**src/rtl/conv_enc_k3.sv**
```systemverilog
// conv_enc_k3: rate-1/2, K=3 convolutional encoder (generators 7,5 octal).
// Frames of FRAME_LEN information bits are each followed by two zero tail bits,
// so the shift state returns to 00 at the end of every frame. One coded symbol
// {c_hi, c_lo} is produced per bit into a single registered valid/ready stage.
// Optional build macro CONV_ENC_ERR_INJ_EN: XORs err_inj into each symbol as it
// is loaded. The shift state is never affected.
module conv_enc_k3 #(
  parameter int unsigned FRAME_LEN = 8
) (
  input  logic       clk,
  input  logic       rst_n,
  input  logic       in_bit,
  input  logic       in_valid,
  output logic       in_ready,
  output logic [1:0] sym_out,
  output logic       out_valid,
  input  logic       out_ready,
  output logic       out_sof,
  output logic       out_eof,
  output logic       busy,
  input  logic [1:0] err_inj
);

  localparam logic [1:0] S_IDLE = 2'd0;
  localparam logic [1:0] S_DATA = 2'd1;
  localparam logic [1:0] S_TAIL = 2'd2;

  localparam logic [7:0] LAST_BIT = 8'(FRAME_LEN);

  logic [1:0] state_q, state_d;
  logic [1:0] st_q, st_d;
  logic [7:0] bit_cnt_q, bit_cnt_d;
  logic       tail_cnt_q, tail_cnt_d;
  logic [1:0] sym_q, sym_d;
  logic       out_valid_q, out_valid_d;
  logic       sof_q, sof_d;
  logic       eof_q, eof_d;

  logic       slot_free;
  logic       load;
  logic       enc_bit;
  logic [1:0] inj_mask;

`ifdef CONV_ENC_ERR_INJ_EN
  assign inj_mask = err_inj;
`else
  logic unused_err_inj;
  assign unused_err_inj = ^err_inj;
  assign inj_mask       = 2'b00;
`endif

  assign slot_free = !out_valid_q || out_ready;
  assign in_ready  = slot_free && (state_q != S_TAIL);

  assign sym_out   = sym_q;
  assign out_valid = out_valid_q;
  assign out_sof   = sof_q;
  assign out_eof   = eof_q;
  assign busy      = (state_q != S_IDLE);

  // Frame sequencing, encoding and output-register load decisions.
  always_comb begin
    state_d     = state_q;
    st_d        = st_q;
    bit_cnt_d   = bit_cnt_q;
    tail_cnt_d  = tail_cnt_q;
    sym_d       = sym_q;
    sof_d       = sof_q;
    eof_d       = eof_q;
    out_valid_d = out_valid_q && !out_ready;
    load        = 1'b0;
    enc_bit     = 1'b0;

    case (state_q)
      S_IDLE: begin
        if (in_valid && in_ready) begin
          load       = 1'b1;
          enc_bit    = in_bit;
          sof_d      = 1'b1;
          eof_d      = 1'b0;
          bit_cnt_d  = 8'd1;
          tail_cnt_d = 1'b0;
          state_d    = (FRAME_LEN == 1) ? S_TAIL : S_DATA;
        end
      end
      S_DATA: begin
        if (in_valid && in_ready) begin
          load      = 1'b1;
          enc_bit   = in_bit;
          sof_d     = 1'b0;
          eof_d     = 1'b0;
          bit_cnt_d = bit_cnt_q + 8'd1;
          if (bit_cnt_d == LAST_BIT) begin
            state_d    = S_TAIL;
            tail_cnt_d = 1'b0;
          end
        end
      end
      S_TAIL: begin
        if (slot_free) begin
          load       = 1'b1;
          enc_bit    = 1'b0;
          sof_d      = 1'b0;
          eof_d      = tail_cnt_q;
          tail_cnt_d = ~tail_cnt_q;
          if (tail_cnt_q) begin
            state_d   = S_IDLE;
            bit_cnt_d = 8'd0;
          end
        end
      end
      default: state_d = S_IDLE;
    endcase

    if (load) begin
      sym_d       = {enc_bit ^ st_q[1] ^ st_q[0], enc_bit ^ st_q[0]} ^ inj_mask;
      out_valid_d = 1'b1;
      st_d        = {enc_bit, st_q[1]};
    end
  end

  // State, counters and output register; async reset discards any partial frame.
  always_ff @(posedge clk or negedge rst_n) begin
    if (!rst_n) begin
      state_q     <= S_IDLE;
      st_q        <= '0;
      bit_cnt_q   <= '0;
      tail_cnt_q  <= 1'b0;
      sym_q       <= '0;
      out_valid_q <= 1'b0;
      sof_q       <= 1'b0;
      eof_q       <= 1'b0;
    end else begin
      state_q     <= state_d;
      st_q        <= st_d;
      bit_cnt_q   <= bit_cnt_d;
      tail_cnt_q  <= tail_cnt_d;
      sym_q       <= sym_d;
      out_valid_q <= out_valid_d;
      sof_q       <= sof_d;
      eof_q       <= eof_d;
    end
  end

endmodule

```
**config.mk**
```make
export PLATFORM = sky130hd
export DESIGN_NAME = conv_enc_k3
export DESIGN_NICKNAME = d
export VERILOG_FILES = /design/src/rtl/conv_enc_k3.sv
export SDC_FILE = /design/constraint.sdc
export NUM_CORES = 1
export LEC_CHECK = 0
export CORE_MARGIN = 2
export CORE_UTILIZATION = 53
export DETAILED_ROUTE_END_ITERATION = 8
export PLACE_DENSITY_LB_ADDON = 0.08
export RECOVER_POWER = 50
export SKIP_LAST_GASP = 1
export SYNTH_ARGS = -nofsm -noshare
export SYNTH_HDL_FRONTEND = slang
export SYNTH_SLANG_ARGS = --single-unit
```
**constraint.sdc**
```tcl
create_clock -name clk -period 2.3 [get_ports clk]
set_clock_uncertainty 0.15 [all_clocks]
set_input_delay 0.46 -clock clk [delete_from_list [all_inputs] [get_ports clk]]
set_output_delay 0.46 -clock clk [all_outputs]
set_load 0.05 [all_outputs]
```
==> run summary, run 1 <==
outcome -> finished clean
Mapped Area -> 1080 um2
Avg WL per Cell -> 13.2 um
clk_lat worst skew -> 0.30 ns
clk buf depth -> 2
worst-path fanout max -> 4
initial antenna violation count -> 0
overall power -> 1.54 mW
Initial Utilization -> 0.557
hold slack -> 0.340 ns
dpl hpwl -> 1690 um
setup_tns -> 0 ns
vias in the first global route -> 892
die area -> 2420 um2
RSZ-0062 raised after global routing -> no
maximum operating frequency -> 466 MHz
Synth area leader -> dfrtp_1
Synth Net Count -> 134
GRT Total Usage -> 0.210
layout cell share with drive strength beyond 1 -> 0.103
drt first pass iters -> 4
data required time of the worst path -> 2.36 ns
Root Buffer -> clkbuf_4
Hold-fix buffers, CTS -> 0
Pwr Density -> 1190 nW/um2
CTS tree -> yes
# rows -> 16
post-synth top area share -> 0.416
max_slew headroom -> 0.386
ys flop type -> dfrtp_1
crit share post-route -> 0.933
Distinct cells, synth -> 37
die height -> 49.2 um
PortBufs -> 11
area grow syn2layout -> 19.0%
TritonCTS Buffers -> 3
Crit. End Element -> register
max cap viols -> 0
clk sinks -> 18
Initial DRC Count -> 26
worst min path class -> register to register
Synth area leaders -> dfrtp_1 42%, ha_1 8.1%, o21ai_0 7.4%, nand2_1 4.2%, mux2i_1 2.8%
#FFs+latches synth -> 18
GP Congestion -> 0.797
Die Width -> 49.2 um
first-pass GRT wire length -> 3910 um
kind of critical path -> register to register
Setup crit start kind -> register
Ports -> 14
Finish-stage setup viols -> 0
Nets -> 152
# DRC -> 0
Non-Filler Instances -> 163
Ys Warns -> 0
Fill cells -> 191
largest net degree at the start of global routing -> 19
antenna-violating nets left -> 0
total setup buffers inserted after CTS -> 0
post-route minimum period -> 2.15 ns
maximum VDD drop -> 0.747 mV
vias -> 929
post-placement cell count -> 160
Synth Instances -> 120
Post-synth EDFFs -> 0
Post-synth ARST share -> 1.00
Critical Path AT -> 2.20 ns
DRT Wirelength -> 2140 um
clock slew at reported path FFs -> 0.11 ns
syn avg cell area -> 9.02 um2
core area -> 1940 um2
routed vias/inst -> 5.70
P_leak -> 0.580 nW
sequential area share after synthesis -> 0.416
grt total ovfl -> 0
Worst-Margin Slew -> 0.922 ns
Final Hold Vio Count -> 0
ANT cells -> 0
H-tree depth -> 1
Pins Over Slew Limit -> 0
[power breakdown]
| part | leakage, nW | internal (mW) | switching (mW) | total, mW |
|---|---|---|---|---|
| sequential | 0.232 | 0.412 | 0.0776 | 0.489 |
| clock | 0.0138 | 0.0610 | 0.0991 | 0.160 |
| combinational | 0.334 | 0.372 | 0.516 | 0.887 |
| total | 0.580 | 0.844 | 0.692 | 1.54 |
[cells in the final DEF (no fill, tap or decap), types with 4 or more instances in the layout]
cell	netlist	final
buf_4	0	5
clkdlybuf4s50_1	0	8
dfrtp_1	18	18
ha_1	7	7
inv_1	6	6
nand2_1	12	12
nand3_1	4	4
nor2_1	8	8
o21ai_0	16	17
[layer usage]
metal	vias to the layer above	GRT usage	wire length, um
li1	461	-	-
met5	-	0	0
met1	437	0.275	1030
met4	0	0.0429	47
met2	21	0.356	1000
met3	10	0.0460	60
[timing repair]
action / in CTS / in global routing
endpoints found under the hold margin: 0 / 0
resized for setup: 0 / 2
endpoints found under the setup margin: 0 / 2
[per-stage QoR]
stage / cell area (um2) / worst slack, ns / utilization
2_1_floorplan: 1080 / 0.243 / -
3_3_place_gp: 1260 / 0.0512 / 0.649
3_5_place_dp: 1260 / -0.0314 / 0.649
4_1_cts: 1280 / 0.165 / 0.660
5_1_grt: 1290 / 0.0275 / 0.663
6_report: 1290 / 0.154 / 0.663
[cell families (layout without fill, tap and decap cells)]
group	Yosys count	count (layout)	synth area share
muxes	3	3	0.0277
and+or+nand+nor	43	43	0.199
DFF	18	18	0.416
AOI/OAI and AO/OA	36	36	0.202
adders and majority gates	7	7	0.0809
buffers and inverters	10	26	0.0497
xor gates and xnor gates	3	3	0.0243
[worst max-delay path, cell delays in order, from the launching register on]
cell and delay (ns):
dfrtp_1 0.42, inv_1 0.10, ha_1 0.27, nor2_2 0.16
nand3_1 0.14, a21o_1 0.24, or3_1 0.39, o31ai_1 0.20
[cells in the mapped netlist, drive strengths merged, types with 3 or more instances]
cell	count
dfrtp	18
o21ai	17
nand2	12
nor2	9
ha	7
inv	6
a21oi	4
nand3	4
a31oi	3
buf	3
mux2i	3
nand2b	3
nor2b	3
xnor2	3
[final cells by class]
class	count	area, um2	area share
Timing Repair Buffer	17	171	0.133
Sequential cell	18	450	0.350
Multi-Input combinational cell	92	587	0.456
Clock buffer	3	22.5	0.0175
Inverter	6	22.5	0.0175
Tap cell	27	33.8	0.0262
[sequential cells by signal, indices dropped and copies added, names as in the netlist]
register and count:
bit_cnt_q 8, st_q 2, state_q 2, sym_out 2, out_eof 1, out_sof 1, out_valid 1, tail_cnt_q 1
[final timing paths]
check                             start            to  slack (ns)  cells after the start
min in group asynchronous         rst_n       st_q[1]        0.65                      2
min reg2reg                bit_cnt_q[7]  bit_cnt_q[7]        0.34                      1
max reg2reg                  state_q[0]  bit_cnt_q[7]        0.15                      7
max in group asynchronous         rst_n  bit_cnt_q[2]        0.79                      2
max                          state_q[0]  bit_cnt_q[7]        0.15                      7
min                        bit_cnt_q[7]  bit_cnt_q[7]        0.34                      1
Note: power is estimated with default switching activity, not from simulation.
==> run 2, diff against run 1 <==
Settings changed: ABC_AREA set to 1, CORE_UTILIZATION 53 to 54, PLACE_DENSITY set to 0.78, PLACE_DENSITY_LB_ADDON 0.08 to not set.
==> run summary, run 2 <==
Worst-Margin Slew -> 0.956 ns (+0.0341 ns)
most common cell after layout, fill and taps aside -> nand2_1
Initial DRC Count -> 20 (-23%)
outcome -> finished clean
cell-internal power -> 0.854 mW (+1.2%)
sw power -> 0.877 mW (+27%)
first-pass GRT wire length -> 3960 um (+1.4%)
largest net degree at the start of global routing -> 19 (unchanged)
Critical Path AT -> 1.50 ns (-0.70 ns)
Distinct cells, synth -> 18 (-51%)
P_leak -> 0.624 nW (+7.6%)
complex-gate fraction of the synthesized area -> 0.0852 (-0.117)
max_slew headroom -> 0.363 (-0.0228)
GP Congestion -> 0.772 (-3.2%)
Initial Utilization -> 0.567 (+0.00966)
top-count cell post-synth -> nand2_1
# DRC -> 0 (unchanged)
setup_tns -> 0 ns (unchanged)
data required time of the worst path -> 1.69 ns (-0.67 ns)
Storage cell area -> 450 um2 (unchanged)
ANT cells -> 0 (unchanged)
#FFs+latches synth -> 18 (unchanged)
max reg flops -> 8 (unchanged)
Post-synth EDFFs -> 0 (unchanged)
delay-heaviest family, CP -> buffers and inverters
RSZ-0062 raised after global routing -> no
clk buf depth -> 2 (unchanged)
xor and xnor area share after synthesis -> 0.0159 (-0.00837)
Avg WL per Cell -> 10.9 um (-17%)
drt first pass iters -> 4 (unchanged)
Fill cells -> 175 (-8.4%)
max cap viols -> 0 (unchanged)
worst path cell trace -> clkdlybuf4s50_1
CTS tree -> yes
# resized after CTS -> 0 (unchanged)
# rows -> 16 (unchanged)
maximum VDD drop -> 0.835 mV (+12%)
worst min path class -> register to register
die height -> 49.2 um (about the same)
DRT Wirelength -> 2100 um (-2.0%)
Setup crit start kind -> register
clk sinks -> 18 (unchanged)
routed vias/inst -> 4.91 (-14%)
Crit. End Element -> output pin
layout cell share with drive strength beyond 1 -> 0.0848 (-0.0181)
ys flop type -> dfrtp_1
Hold-fix buffers, CTS -> 0 (unchanged)
Top reg by flops -> bit_cnt_q
worst reg2reg startpoint -> state_q[1]
worst-path fanout max -> 3 (-1)
Crit path depth -> 1 (-6)
Worst R2R End -> bit_cnt_q[7]
vias -> 943 (+1.5%)
Comb power frac -> 0.587 (+0.010)
Post-synth ARST share -> 1.00 (unchanged)
maximum operating frequency -> 474 MHz (+1.7%)
clk_lat worst skew -> 0.30 ns (about the same)
dpl hpwl -> 1680 um (-0.61%)
largest family of logic cells by synthesized area -> simple AND/OR/NAND/NOR gates
GRT Total Usage -> 0.212 (+0.00183)
Pwr Density -> 1340 nW/um2 (+12%)
Final Hold Vio Count -> 0 (unchanged)
core area -> 1940 um2 (unchanged)
H-tree depth -> 1 (unchanged)
Root Buffer -> clkbuf_4
overall power -> 1.73 mW (+13%)
Nets -> 180 (+18%)
TritonCTS Buffers -> 3 (unchanged)
worst path bufs/invs -> 1 (unchanged)
mux contribution to synthesized area -> 0 (-0.0277)
sw frac -> 0.507 (+0.0560)
Ys Warns -> 0 (unchanged)
Synth area leaders -> dfrtp_1 41%, nand2_1 15%, ha_1 8.0%, inv_1 7.5%, nand3_1 6.8%
post-synthesis simple-gate area fraction -> 0.332 (+0.133)
most frequent cells in the layout -> 44 x nand2_1, 22 x inv_1, 18 x dfrtp_1
R2R depth -> 11 (+4)
sequential area share after synthesis -> 0.409 (-0.00709)
crit share post-route -> 0.917 (-0.0154)
Synth area leader -> dfrtp_1
worst hold stages -> 1 (unchanged)
grt total ovfl -> 0 (unchanged)
initial antenna violation count -> 0 (unchanged)
leading cell types by count after synthesis -> 44 x nand2_1, 22 x inv_1, 18 x dfrtp_1, 15 x nand3_1, 14 x nor2_1
post-placement cell count -> 188 (+18%)
Synth Net Count -> 163 (+22%)
adder-cell share of the synthesized area -> 0.0795 (-0.00138)
Ports -> 14 (unchanged)
clock group share of total power -> 0.117 (+0.013)
HP Start -> out_sof
kind of critical path -> register to output pin
Finish-stage setup viols -> 0 (unchanged)
syn avg cell area -> 7.39 um2 (-18%)
die area -> 2420 um2 (-0.14%)
hold path endpoint -> out_sof
post-route minimum period -> 2.11 ns (-0.0355 ns)
CP peak stage delay -> 0.81 ns (+0.39 ns)
multi-input logic area -> 567 um2 (-3.4%)
Pins Over Slew Limit -> 0 (unchanged)
hold slack -> 0.362 ns (+0.0212 ns)
area grow syn2layout -> 17.6%
vias in the first global route -> 935 (+4.8%)
post-synth top area share -> 0.409 (-0.00709)
Synth Instances -> 149 (+24%)
antenna-violating nets left -> 0 (unchanged)
CP max-delay cell -> clkdlybuf4s50_1
register-to-register setup slack -> 0.30 ns (+0.15 ns)
PortBufs -> 11 (unchanged)
Mapped Area -> 1100 um2 (+1.7%)
Non-Filler Instances -> 192 (+18%)
Die Width -> 49.2 um (about the same)
Flop pwr share -> 0.296 (-0.022)
clock slew at reported path FFs -> 0.11 ns (about the same)
total setup buffers inserted after CTS -> 0 (unchanged)
-- run 2: through the flow --
step                 util  area [um2]  worst slack (ns)
floorplan               -        1100             0.207
global placement    0.650        1260             0.197
detailed placement  0.650        1260             0.135
CTS                 0.669        1300             0.171
global route        0.667        1290            0.0570
finish              0.667        1290             0.190
-- run 2: kinds of logic (layout without fill, tap and decap cells) --
group,after synthesis,in the layout
AO/OA/AOI/OAI,16,16
XOR/XNOR,2,2
adder cells (fa/ha/maj),7,7
buffers and inverters,23,39
flip-flops,18,18
AND/OR/NAND/NOR,83,83
-- run 2: layout make-up --
| type | instances | share of cell area |
|---|---|---|
| Multi-Input combinational cell | 108 | 0.438 |
| Tap cell | 27 | 0.0261 |
| Timing Repair Buffer | 12 | 0.0937 |
| Clock buffer | 4 | 0.0280 |
| Sequential cell | 18 | 0.348 |
| Inverter | 23 | 0.0667 |
-- run 2: layer usage --
layer	track usage	up-vias	routed length (um)	part of all wire
li1	-	508	-	-
met1	0.277	423	1010	0.48
met2	0.367	9	1030	0.49
met3	0.0276	3	32	0.015
met4	0.0571	0	21	0.010
met5	0	-	0	0
-- run 2: how the worst max path moves through the flow --
stage                               to        from  slack [ns]
after CTS                    out_valid   out_valid        0.17
final                        out_valid   out_valid        0.19
after global routing      bit_cnt_q[7]  state_q[1]        0.06
after detailed placement    sym_out[1]   out_ready        0.14
after floorplan             sym_out[1]  state_q[0]        0.21
after global placement    bit_cnt_q[3]   out_ready        0.20
-- run 2: power by group through the flow --
stage / Clock [mW] / Combinational, mW / Sequential [mW]
after floorplan: 0 / 0.618 / 0.633
after global routing: 0.217 / 1.15 / 0.533
after detailed placement: 0 / 1.02 / 0.518
after CTS: 0.206 / 1.03 / 0.512
final: 0.202 / 1.02 / 0.512
after global placement: 0 / 0.988 / 0.511
==> run 3, diff against run 2 <==
==> constraint.sdc (replaced) <==
create_clock -name clk -period 2.3 [get_ports clk]
set_clock_uncertainty 0.15 [all_clocks]
set_input_delay 0.345 -clock clk [delete_from_list [all_inputs] [get_ports clk]]
set_output_delay 0.345 -clock clk [all_outputs]
set_load 0.05 [all_outputs]
==> run summary, run 3 (synthesis gave the netlist of run 2 again) <==
Top reg by flops -> bit_cnt_q
max reg flops -> 8 (unchanged)
H-tree depth -> 1 (unchanged)
Finish-stage setup viols -> 0 (unchanged)
grt total ovfl -> 0 (unchanged)
vias -> 970 (+2.9%)
PortBufs -> 11 (unchanged)
GP Congestion -> 0.767 (-0.53%)
R2R depth -> 11 (unchanged)
multi-input logic area -> 564 um2 (-0.44%)
RSZ-0062 raised after global routing -> no
Pwr Density -> 1330 nW/um2 (-0.48%)
worst min path class -> register to register
data required time of the worst path -> 1.80 ns (+0.11 ns)
routed vias/inst -> 5.05 (+2.9%)
TritonCTS Buffers -> 3 (unchanged)
antenna-violating nets left -> 0 (unchanged)
CTS tree -> yes
Setup crit start kind -> register
Pins Over Slew Limit -> 0 (unchanged)
post-route minimum period -> 2.04 ns (-0.0739 ns)
clk buf depth -> 2 (unchanged)
# rows -> 16 (unchanged)
Core Util, Final -> 0.666 (-0.00129)
Crit. End Element -> output pin
worst hold stages -> 1 (unchanged)
ANT cells -> 0 (unchanged)
initial antenna violation count -> 0 (unchanged)
layout cell share with drive strength beyond 1 -> 0.0788 (-0.00606)
Hold-fix buffers, CTS -> 0 (unchanged)
kind of critical path -> register to output pin
first-pass GRT wire length -> 3770 um (-4.9%)
Fill cells -> 174 (-0.57%)
outcome -> finished clean
total setup buffers inserted after CTS -> 0 (unchanged)
# DRC -> 0 (unchanged)
max cap viols -> 0 (unchanged)
setup_tns -> 0 ns (unchanged)
Storage cell area -> 450 um2 (unchanged)
vias in the first global route -> 888 (-5.0%)
Ports -> 14 (unchanged)
Critical Path AT -> 1.54 ns (+0.04 ns)
Root Buffer -> clkbuf_4
most frequent cells in the layout -> 44 x nand2_1, 22 x inv_1, 18 x dfrtp_1
die area -> 2420 um2 (unchanged)
clk_lat worst skew -> 0.30 ns (about the same)
worst-path fanout max -> 5 (+2)
Initial DRC Count -> 28 (+40%)
die height -> 49.2 um (unchanged)
clock slew at reported path FFs -> 0.11 ns (about the same)
clk sinks -> 18 (unchanged)
most common cell after layout, fill and taps aside -> nand2_1
dpl hpwl -> 1630 um (-2.7%)
PnR worst setup slack -> 0.264 ns (+0.0739 ns)
Nets -> 180 (unchanged)
crit share post-route -> 0.885 (-0.0321)
Final Hold Vio Count -> 0 (unchanged)
GRT Total Usage -> 0.197 (-0.0145)
maximum operating frequency -> 491 MHz (+3.6%)
largest net degree at the start of global routing -> 19 (unchanged)
# resized after CTS -> 0 (unchanged)
drt first pass iters -> 4 (unchanged)
core area -> 1940 um2 (unchanged)
max_slew headroom -> 0.376 (+0.0135)
Setup WS pre-CTS -> 0.298 ns (+0.162 ns)
Initial Utilization -> 0.567 (unchanged)
Worst-Margin Slew -> 0.936 ns (-0.0202 ns)
DRT Wirelength -> 2110 um (+0.38%)
maximum VDD drop -> 1.02 mV (+22%)
area grow syn2layout -> 17.4%
Avg WL per Cell -> 11.0 um (+0.38%)
Die Width -> 49.2 um (unchanged)
P_leak -> 0.624 nW (about the same)
-- run 3: cell counts in the layout (fill, tap and decap cells not counted) --
Identical to the previous run, type by type.
-- run 3: worst max-delay path, cell delays in order, from the launching register on --
cell and delay, ns:
dfrtp_1 0.44, inv_1 0.08, ha_1 0.26, nor2_1 0.28, buf_12 0.18
-- run 3: per-stage QoR --
stage	area (um2)	hold slack, ns	power [mW]	cells
2_1_floorplan	1100	-0.101	1.25	149
3_3_place_gp	1260	0.327	1.50	188
3_5_place_dp	1260	0.333	1.53	188
4_1_cts	1300	0.214	1.73	192
5_1_grt	1290	0.380	1.86	192
6_report	1290	0.367	1.72	192
-- run 3: layout make-up --
| cell class | count | share of cell area |
|---|---|---|
| Multi-Input combinational cell | 108 | 0.437 |
| Sequential cell | 18 | 0.348 |
| Timing Repair Buffer | 12 | 0.0939 |
| Inverter | 23 | 0.0668 |
| Clock buffer | 4 | 0.0281 |
| Tap cell | 27 | 0.0261 |
-- run 3: worst paths after layout --
path	slack (ns)	endpoint	from
setup / recovery	0.26	in_ready	state_q[0]
setup reg to reg	0.29	bit_cnt_q[3]	state_q[1]
min in group asynchronous	0.53	bit_cnt_q[2]	rst_n
max in group asynchronous	0.90	bit_cnt_q[1]	rst_n
hold / removal	0.37	out_sof	out_sof
hold reg to reg	0.37	out_sof	out_sof
-- run 3: power by group --
group	switching, mW	internal, mW
clock network	0.104	0.0966
registers	0.0937	0.418
logic	0.669	0.338
-- run 3: layer usage --
metal  track usage  up-vias  wire (um)
met2         0.329       17        984
li1              -      506          -
met5             0        -          0
met3        0.0307        2         60
met1         0.271      445       1040
met4        0.0429        0         19
